--- src/rtl/qspi_flash_writer_shift_pkg.sv ---
// Shared definitions for the QSPI flash writer: register map, write-enable key,
// engine state encoding and lane-drive helpers.
package qspi_flash_writer_shift_pkg;

  localparam logic [7:0] REG_WE     = 8'h00;
  localparam logic [7:0] REG_CTRL   = 8'h04;
  localparam logic [7:0] REG_TX     = 8'h08;
  localparam logic [7:0] REG_RX     = 8'h0C;
  localparam logic [7:0] REG_STATUS = 8'h10;
  localparam logic [7:0] REG_ID     = 8'h14;

  localparam logic [23:0] WE_KEY = 24'hA5A855;

  localparam int unsigned CTRL_SS      = 0;
  localparam int unsigned CTRL_QUAD    = 1;
  localparam int unsigned CTRL_QRD     = 2;
  localparam int unsigned CTRL_DIV_LSB = 8;

  localparam int unsigned ST_BUSY = 0;
  localparam int unsigned ST_HOLD = 1;
  localparam int unsigned ST_OVF  = 2;

  typedef enum logic [1:0] {
    ENG_IDLE,
    ENG_LO,
    ENG_HI
  } eng_state_t;

  // Data presented on the lanes for the MSB end of the shift register.
  function automatic logic [3:0] lane_data(input logic [7:0] sh, input logic quad);
    return quad ? sh[7:4] : {3'b000, sh[7]};
  endfunction

  function automatic logic [3:0] lane_oe(input logic quad, input logic qrd);
    if (!quad) return 4'b0001;
    return qrd ? 4'b0000 : 4'b1111;
  endfunction

endpackage

--- src/rtl/qspi_shift_engine.sv ---
// SPI mode-0 byte shifter with programmable SCK divider, single/quad lanes and a
// one-deep TX holding buffer for back-to-back bytes.
module qspi_shift_engine
  import qspi_flash_writer_shift_pkg::*;
#(
  parameter int unsigned DIV_W = 8
) (
  input  logic             clk,
  input  logic             rst_n,
  input  logic             abort,
  input  logic             push,
  input  logic [7:0]       push_byte,
  input  logic             quad,
  input  logic             qrd,
  input  logic [DIV_W-1:0] div,
  input  logic [3:0]       din,
  output logic             sck,
  output logic [3:0]       dout,
  output logic [3:0]       oe,
  output logic [7:0]       rx,
  output logic             busy,
  output logic             hold_full,
  output logic             drop
);

  eng_state_t       state;
  logic [DIV_W-1:0] cnt;
  logic [DIV_W-1:0] cur_div;
  logic [2:0]       bits_left;
  logic             cur_quad;
  logic [7:0]       tx_sh;
  logic [7:0]       tx_next;
  logic [7:0]       rx_sh;
  logic [7:0]       hold;
  logic             cnt_zero;
  logic             last_edge;
  logic             load_now;
  logic [7:0]       load_byte;

  assign cnt_zero  = (cnt == '0);
  assign last_edge = (state == ENG_HI) && cnt_zero && (bits_left == '0);
  assign tx_next   = cur_quad ? {tx_sh[3:0], 4'b0000} : {tx_sh[6:0], 1'b0};
  assign busy      = (state != ENG_IDLE) || hold_full;
  // A push landing on the final HI cycle is never dropped: the hold slot frees that edge.
  assign drop      = push && !abort && (state != ENG_IDLE) && hold_full && !last_edge;

  always_comb begin
    load_now  = 1'b0;
    load_byte = push_byte;
    if (state == ENG_IDLE) begin
      load_now = push;
    end else if (last_edge) begin
      load_now  = hold_full || push;
      load_byte = hold_full ? hold : push_byte;
    end
  end

  always_ff @(posedge clk or negedge rst_n) begin
    if (!rst_n) begin
      state     <= ENG_IDLE;
      cnt       <= '0;
      cur_div   <= '0;
      bits_left <= '0;
      cur_quad  <= 1'b0;
      tx_sh     <= '0;
      rx_sh     <= '0;
      hold      <= '0;
      hold_full <= 1'b0;
      rx        <= '0;
      sck       <= 1'b0;
      dout      <= '0;
      oe        <= '0;
    end else if (abort) begin
      state     <= ENG_IDLE;
      hold_full <= 1'b0;
      sck       <= 1'b0;
      dout      <= '0;
      oe        <= '0;
    end else begin
      if (last_edge) begin
        hold_full <= hold_full & push;
        if (hold_full && push) hold <= push_byte;
        rx <= rx_sh;
      end else if ((state != ENG_IDLE) && push && !hold_full) begin
        hold      <= push_byte;
        hold_full <= 1'b1;
      end

      if (load_now) begin
        state     <= ENG_LO;
        cnt       <= div;
        cur_div   <= div;
        cur_quad  <= quad;
        bits_left <= quad ? 3'd1 : 3'd7;
        tx_sh     <= load_byte;
        sck       <= 1'b0;
        dout      <= lane_data(load_byte, quad);
        oe        <= lane_oe(quad, qrd);
      end else begin
        case (state)
          ENG_LO: begin
            if (cnt_zero) begin
              rx_sh <= cur_quad ? {rx_sh[3:0], din} : {rx_sh[6:0], din[1]};
              cnt   <= cur_div;
              state <= ENG_HI;
              sck   <= 1'b1;
            end else begin
              cnt <= cnt - 1'b1;
            end
          end
          ENG_HI: begin
            if (cnt_zero) begin
              if (bits_left != '0) begin
                bits_left <= bits_left - 3'd1;
                tx_sh     <= tx_next;
                dout      <= lane_data(tx_next, cur_quad);
                cnt       <= cur_div;
                state     <= ENG_LO;
                sck       <= 1'b0;
              end else begin
                state <= ENG_IDLE;
                sck   <= 1'b0;
                dout  <= '0;
                oe    <= '0;
              end
            end else begin
              cnt <= cnt - 1'b1;
            end
          end
          default: ;
        endcase
      end
    end
  end

endmodule

--- src/rtl/qspi_flash_writer_shift.sv ---
// AHB-Lite register front end and flash pin mux: the flash reader owns the pads
// unless the keyed write-enable hands them to the byte shift engine.
module qspi_flash_writer_shift
  import qspi_flash_writer_shift_pkg::*;
#(
  parameter int unsigned DIV_W   = 8,
  parameter int unsigned RST_DIV = 3,
  parameter logic [31:0] ID_VAL  = 32'hABCD0002
) (
  input  logic        HCLK,
  input  logic        HRESETn,
  input  logic        HSEL,
  input  logic [31:0] HADDR,
  input  logic [1:0]  HTRANS,
  input  logic        HWRITE,
  input  logic        HREADY,
  input  logic [31:0] HWDATA,
  input  logic [2:0]  HSIZE,
  output logic        HREADYOUT,
  output logic [31:0] HRDATA,
  input  logic        fr_sck,
  input  logic        fr_ce_n,
  input  logic [3:0]  fr_dout,
  input  logic        fr_douten,
  output logic [3:0]  fr_din,
  output logic        fm_sck,
  output logic        fm_ce_n,
  input  logic [3:0]  fm_din,
  output logic [3:0]  fm_dout,
  output logic [3:0]  fm_douten
);

  logic             a_valid;
  logic             a_write;
  logic [7:0]       a_addr;
  logic             wr;
  logic             we;
  logic             ss;
  logic             quad;
  logic             qrd;
  logic [DIV_W-1:0] div;
  logic             ovf;
  logic             we_key_wr;
  logic             abort;
  logic             push;
  logic             eng_sck;
  logic [3:0]       eng_dout;
  logic [3:0]       eng_oe;
  logic [7:0]       eng_rx;
  logic             eng_busy;
  logic             eng_hold_full;
  logic             eng_drop;
  logic [31:0]      ctrl_rd;
  logic             unused_ok;

  assign unused_ok = ^{HSIZE, HADDR[31:8], HTRANS[0]};
  assign HREADYOUT = 1'b1;

  always_ff @(posedge HCLK or negedge HRESETn) begin
    if (!HRESETn) begin
      a_valid <= 1'b0;
      a_write <= 1'b0;
      a_addr  <= '0;
    end else if (HREADY) begin
      a_valid <= HSEL & HTRANS[1];
      if (HSEL && HTRANS[1]) begin
        a_write <= HWRITE;
        a_addr  <= HADDR[7:0];
      end
    end
  end

  assign wr        = a_valid & a_write;
  assign we_key_wr = wr && (a_addr == REG_WE) && (HWDATA[31:8] == WE_KEY);
  // Abort on the same edge that clears WE so the engine never runs unowned.
  assign abort     = !we || (we_key_wr && !HWDATA[0]);
  assign push      = wr && (a_addr == REG_TX) && we;

  always_ff @(posedge HCLK or negedge HRESETn) begin
    if (!HRESETn) begin
      we   <= 1'b0;
      ss   <= 1'b1;
      quad <= 1'b0;
      qrd  <= 1'b0;
      div  <= DIV_W'(RST_DIV);
      ovf  <= 1'b0;
    end else begin
      if (we_key_wr) we <= HWDATA[0];
      if (wr && (a_addr == REG_CTRL)) begin
        ss   <= HWDATA[CTRL_SS];
        quad <= HWDATA[CTRL_QUAD];
        qrd  <= HWDATA[CTRL_QRD];
        div  <= HWDATA[CTRL_DIV_LSB +: DIV_W];
      end
      if (eng_drop) begin
        ovf <= 1'b1;
      end else if (wr && (a_addr == REG_STATUS) && HWDATA[ST_OVF]) begin
        ovf <= 1'b0;
      end
    end
  end

  qspi_shift_engine #(.DIV_W(DIV_W)) u_engine (
    .clk       (HCLK),
    .rst_n     (HRESETn),
    .abort     (abort),
    .push      (push),
    .push_byte (HWDATA[7:0]),
    .quad      (quad),
    .qrd       (qrd),
    .div       (div),
    .din       (fm_din),
    .sck       (eng_sck),
    .dout      (eng_dout),
    .oe        (eng_oe),
    .rx        (eng_rx),
    .busy      (eng_busy),
    .hold_full (eng_hold_full),
    .drop      (eng_drop)
  );

  always_comb begin
    ctrl_rd                         = '0;
    ctrl_rd[CTRL_SS]                = ss;
    ctrl_rd[CTRL_QUAD]              = quad;
    ctrl_rd[CTRL_QRD]               = qrd;
    ctrl_rd[CTRL_DIV_LSB +: DIV_W]  = div;
  end

  always_comb begin
    HRDATA = '0;
    if (a_valid) begin
      case (a_addr)
        REG_WE:     HRDATA = {31'b0, we};
        REG_CTRL:   HRDATA = ctrl_rd;
        REG_RX:     HRDATA = {24'b0, eng_rx};
        REG_STATUS: HRDATA = {29'b0, ovf, eng_hold_full, eng_busy};
        REG_ID:     HRDATA = ID_VAL;
        default:    HRDATA = '0;
      endcase
    end
  end

  assign fr_din    = fm_din;
  assign fm_sck    = we ? eng_sck  : fr_sck;
  assign fm_ce_n   = we ? ss       : fr_ce_n;
  assign fm_dout   = we ? eng_dout : fr_dout;
  assign fm_douten = we ? eng_oe   : {4{fr_douten}};

endmodule

--- config.mk ---
export PLATFORM = sky130hd
export DESIGN_NAME = qspi_flash_writer_shift
export DESIGN_NICKNAME = d
export VERILOG_FILES = /design/src/rtl/qspi_flash_writer_shift_pkg.sv /design/src/rtl/qspi_shift_engine.sv /design/src/rtl/qspi_flash_writer_shift.sv
export SDC_FILE = /design/constraint.sdc
export NUM_CORES = 1
export LEC_CHECK = 0
export BUFFER_PORTS_ARGS = -buffer_cell sky130_fd_sc_hd__buf_2
export CAP_MARGIN = 20
export CORE_UTILIZATION = 50
export DETAILED_ROUTE_END_ITERATION = 7
export GPL_ROUTABILITY_DRIVEN = 1
export HOLD_SLACK_MARGIN = 0.12
export PLACE_DENSITY = 0.77
export SLEW_MARGIN = 20
export SYNTH_ARGS = -nofsm -noshare
export SYNTH_HDL_FRONTEND = slang
export SYNTH_SLANG_ARGS = --single-unit
--- constraint.sdc ---
create_clock -name HCLK -period 4.85 [get_ports HCLK]
set_input_delay 0 -clock HCLK [delete_from_list [all_inputs] [get_ports HCLK]]
set_output_delay 0 -clock HCLK [all_outputs]
set_load 0.01 [all_outputs]
# Word-level counts from Yosys, hierarchy flattened
# Cells that the tools add are included.
# totals
reg_bits	86
input_bits	85
output_inout_bits	47
wordCells	158
# classes
n_addsub	2
n_eq_ne	13
muxes	64
n_bitwise	5
reduce_logical	52
# op_table
op	count
$pmux W32 S5	1
$mux W8	12
$mux W4	17
$mux W32	1
$mux W7	4
$eq A24 B24 Y1 const B	1
$logic_and A1 B1 Y1	18
$mux W1	17
$eq A8 B4 Y1 const B	2
$eq A8 B5 Y1 const B	2
$logic_not A8 Y1	2
$pmux W8 S2	1
$mux W3	5
$reduce_bool A3 Y1	5
$reduce_and A3 Y1	4
$reduce_bool A2 Y1	6
$eq A8 B3 Y1 const B	1
$mux W2	4
$ne A4 B1 Y1 const B	2
$reduce_and A2 Y1	4
$reduce_and A4 Y1	2
$sub A8 B1 Y8 const B	1
$logic_not A1 Y1	5
$ne A4 B4 Y1 const B	1
13 further kinds	18

# Logic depth before layout (Yosys ltp)
# depth
depth_word	11
mapped_depth	10
depth_no_buf	7

# By module
# From an unflattened synthesis, not the netlist that was laid out.
# hier_totals
hier_cells	438
area_unflattened_um2	4924.7
# modules_own_cells
module	n_inst	cells_per_inst	area_each_um2	seq_area_each_um2
qspi_shift_engine	1	290	3345.7	1501.4
qspi_flash_writer_shift	1	148	1579.0	579.3

# Least setup slack after synthesis
# Ideal clock, no wire load.
# synth_path
path_type	flip-flop to flip-flop
from	reg u_engine.cnt[0]
to	reg u_engine.cur_div[0]
setup_time_ps	125
t_arrival_ps	2290
t_required_ps	4725
slack_ps	2436
stages_incl_launch_ff	10
n_path_buf	2
period_less_slack_ps	2414
cell_sequence	dfrtp_1 > inv_1 > ha_1 > nor2b_1 > clkbuf_1 > a41oi_1 > a21o_1 > buf_2 > nor2_2 > mux2_2
# synth_via
elab_chain_len	6
# synth_rtl
item	line_no	rtl
start, declared	qspi_shift_engine.sv:27	logic [DIV_W-1:0] cnt;
start signal, assigned	qspi_shift_engine.sv:91	cnt <= div;
start signal, assigned	qspi_shift_engine.sv:104	cnt <= cur_div;
start signal, assigned	qspi_shift_engine.sv:108	cnt <= cnt - 1'b1;
$logic_not A8 Y1	qspi_shift_engine.sv:40	assign cnt_zero = (cnt == '0);
$logic_and A1 B1 Y1 (2 in a row)	qspi_shift_engine.sv:41	assign last_edge = (state == ENG_HI) && cnt_zero && (bits_left == '0);
$mux W1	qspi_shift_engine.sv:52	end else if (last_edge) begin
$mux W1	qspi_shift_engine.sv:50	if (state == ENG_IDLE) begin
$reduce_and A2 Y1 (no line)	--	
end signal, assigned	qspi_shift_engine.sv:92	cur_div <= div;
end, declared	qspi_shift_engine.sv:28	logic [DIV_W-1:0] cur_div;
# Every way passes these cells.
# A chain may end at the register's enable or synchronous reset.

# Final worst setup path
# layout_path
from	reg u_engine.cnt[0]
to	reg u_engine.cnt[7]
# layout_via
elab_chain_len	7
word_cells_on_any_way	13
cone_classes	1 x add/sub; 1 x eq/ne; 6 x mux; 5 x reduce/logical
# layout_rtl
item
branches (longest 7 deep; another with $sub A8 B1 Y8)
# Several ways; the timed one is not identified.

==> flow_summary.toml <==
[critical_path]
crit_end = "u_engine.cnt[7]$_DFFE_PN0P_"
worstPathArrival_ns = 3.48
worstReg2RegStart = "u_engine.cnt[0]$_DFFE_PN0P_"
worstPathRequired_ns = 5.11
ff2ff_path_depth = 7
cp_max_fo = 22
start_kind = "flop"
crit_type = "flop to flop"
rrSetupSlack_ns = 1.63
timing.rr.end = "u_engine.cnt[7]$_DFFE_PN0P_"
endpoint_kind = "flop"
crit_path_start = "u_engine.cnt[0]$_DFFE_PN0P_"

[detailed_routing]
avgRoutedWirePerCell_um = 16.6
vias = 3699
firstDrtPassIters = 4
drc = 0
drt.antenna.violating_nets = 0
finalWirelength_mm = 11.1
vias_per_cell = 5.52
drtIter0Drc = 201

[global_routing]
grt_pass1_wl_mm = 18.1
antenna_found_initial = 0
met3_usage = 0.0341
grt-ovfl-total = 0
met2_usage = 0.387
grt_max_degree = 84
grt_pass1_vias = 3718
busiest_layer = "met2"
grt_util_met1 = 0.304
grt_usage = 0.235

[logic_synthesis]
synth_area_leader_cell = "dfrtp_1"
syn_inst = 422
synth-seq-cells = 83
synth_area_um2 = 4790
synth_top_area_frac = 0.418
ys_top_cells_by_count = "mux2_2 (91), dfrtp_1 (80), buf_4 (23), mux2i_1 (23), nand2_1 (19)"
ys_top_cells_by_area = "dfrtp_1 (42%), mux2_2 (21%), mux2i_1 (4.8%)"
synth.most_common_cell = "mux2_2"
synth_edf_count = 0
synth_cell_types = 55
synth_ff_type = "dfrtp_1"
seq_area_frac_synth = 0.435
synth_area_per_cell_um2 = 11.3
async_reset_ff_frac = 1.00
yosys_warnings = 0

[sta]
slew_viol_final = 0
fin_crit_sh = 0.664
setup_viol = 0
tightest_slew_ns = 0.970
fmax_mhz = 310
fin_setup_tns_ns = 0
max_slew_margin = 0.353
period_needed_ns = 3.22
skew_ns = 0.0123
hold_violations = 0
rsz0062_at_grt = "no"

[place]
gp_congestion = 0.872
placed_cells = 621
io_buffers = 96
hpwl_mm = 7.55

[cts]
cts_sinks = 83
root_buffer = "clkbuf_8"
htreeDepth = 3
clkLatencyLatePin_ns = 0.37
cts_buffer_depth = 2
clkTransAtPathRegs_ns = 0.09
cts_resized = 0
numCtsBuffers = 9
cts_tree = "done"

[die]
die_x_um = 99.9
boundaryPins = 132
coreArea_um2 = 9240
die_height_um = 99.9
die_area_um2 = 9970
row_count = 35
initial_utilization = 0.518

[cells_and_area]
n_antenna_cell = 0
drive_gt1_frac = 0.412
stdcell_count = 670
synthToLayoutAreaGrowth_pct = 21.0
num-nets-final = 628

[power]
pwr-share-comb = 0.093
seqPwrFrac = 0.537
intPower_mw = 1.03
pwr-share-clk = 0.369
power_density_nw_per_um2 = 240
swShare = 0.260
switchingPower_uw = 362
max-vdd-ir-drop_mv = 0.174
total_leakage_power_nw = 2.76

[min_path]
hold_class = "input port to flop"

[outcome]
outcome = "complete, no violations"

[job]
maxCapViolations = 0
flip-flops by register name, indices dropped and copies added (netlist names):
register,count
we,1
a_write,1
a_addr,8
u_engine.cur_quad,1
qrd,1
u_engine.cnt,8
u_engine.cur_div,8
u_engine.hold_full,1
u_engine.hold,8
div,8
a_valid,1
ss,1
u_engine.bits_left,3
ovf,1
u_engine.state,2
u_engine.rx_sh,8
u_engine.dout,4
u_engine.tx_sh,7
quad,1
u_engine.rx,8
u_engine.oe,2
what timing repair did:
item / CTS / global route
hold endpoints to repair: 120 / 0
hold buffers: 33 / 0
setup buffers: 0 / 0
power groups by stage:
| stage | Sequential (mW) | Clock [mW] | Combinational, mW |
|---|---|---|---|
| floorplan | 0.748 | 0 | 0.0686 |
| global placement | 0.760 | 0 | 0.104 |
| detailed placement | 0.762 | 0 | 0.108 |
| CTS | 0.749 | 0.520 | 0.128 |
| global route | 0.754 | 0.546 | 0.144 |
| finish | 0.748 | 0.514 | 0.130 |
worst max-delay path: stages, from the launching register on:
cell and delay (ns):
dfrtp_1 0.45, inv_1 0.15, ha_1 0.25, nor2b_1 0.38, a41oi_1 0.27, a21o_1 0.57
a21oi_2 0.63, mux2_2 0.40
per-stage QoR:
stage / instance area, um^2 / util / hold slack [ns] / total power, mW / setup slack (ns)
finish: 5790 / 0.627 / 0.151 / 1.39 / 1.63
floorplan: 4810 / - / -0.296 / 0.816 / 2.44
global route: 5790 / 0.627 / 0.177 / 1.44 / 1.46
CTS: 5780 / 0.626 / 0.130 / 1.40 / 1.67
global placement: 5250 / 0.569 / 0.201 / 0.864 / 1.78
detailed placement: 5250 / 0.569 / 0.208 / 0.870 / 1.69
area by class of cell:
type	instances	area [um^2]
Tap cell	129	161
Timing Repair Buffer	132	840
Inverter	15	56.3
Fill cell	732	3450
Sequential cell	83	2080
Multi-Input combinational cell	295	2460
Clock buffer	9	124
Clock inverter	7	75.1
cells by family after synthesis:
group / after synthesis / share of synthesized area
adder cells (fa/ha/maj): 7 / 0.0183
buffers and inverters: 49 / 0.0577
AO/OA/AOI/OAI: 53 / 0.0794
XOR/XNOR: 3 / 0.00549
other: 2 / 0.00157
AND/OR/NAND/NOR: 110 / 0.136
flip-flops: 83 / 0.435
multiplexers: 115 / 0.267
placed cells by master (no fill, tap or decap), types with 12 or more instances in the layout:
master         netlist  routed
a21oi_1             12      12
and2_1              14      14
buf_2                5      95
dfrtp_1             80      80
dlygate4sd3_1        0      33
inv_1               15      15
mux2_2              91      91
mux2i_1             23      23
nand2_1             19      19
nor2_1              12      12
o21ai_0             12      12
metal layers:
metal	vias up	part of all wire
met3	18	0.042
met1	1824	0.44
li1	1745	-
met4	0	0.021
met5	-	0
met2	112	0.50
how the worst min path moves through the flow:
stage	startpoint	to	slack, ns	cells after the start
final	HWDATA[22]	we$_DFFE_PN0N_	0.15	5
after global routing	HWDATA[22]	we$_DFFE_PN0N_	0.18	5
after detailed placement	fm_din[3]	fr_din[3]	0.21	2
after CTS	HWDATA[22]	we$_DFFE_PN0N_	0.13	5
after floorplan	HRESETn	a_addr[0]$_DFFE_PN0P_	-0.30	0
after global placement	fm_din[0]	fr_din[0]	0.20	2
(Power assumes the default switching activity.)
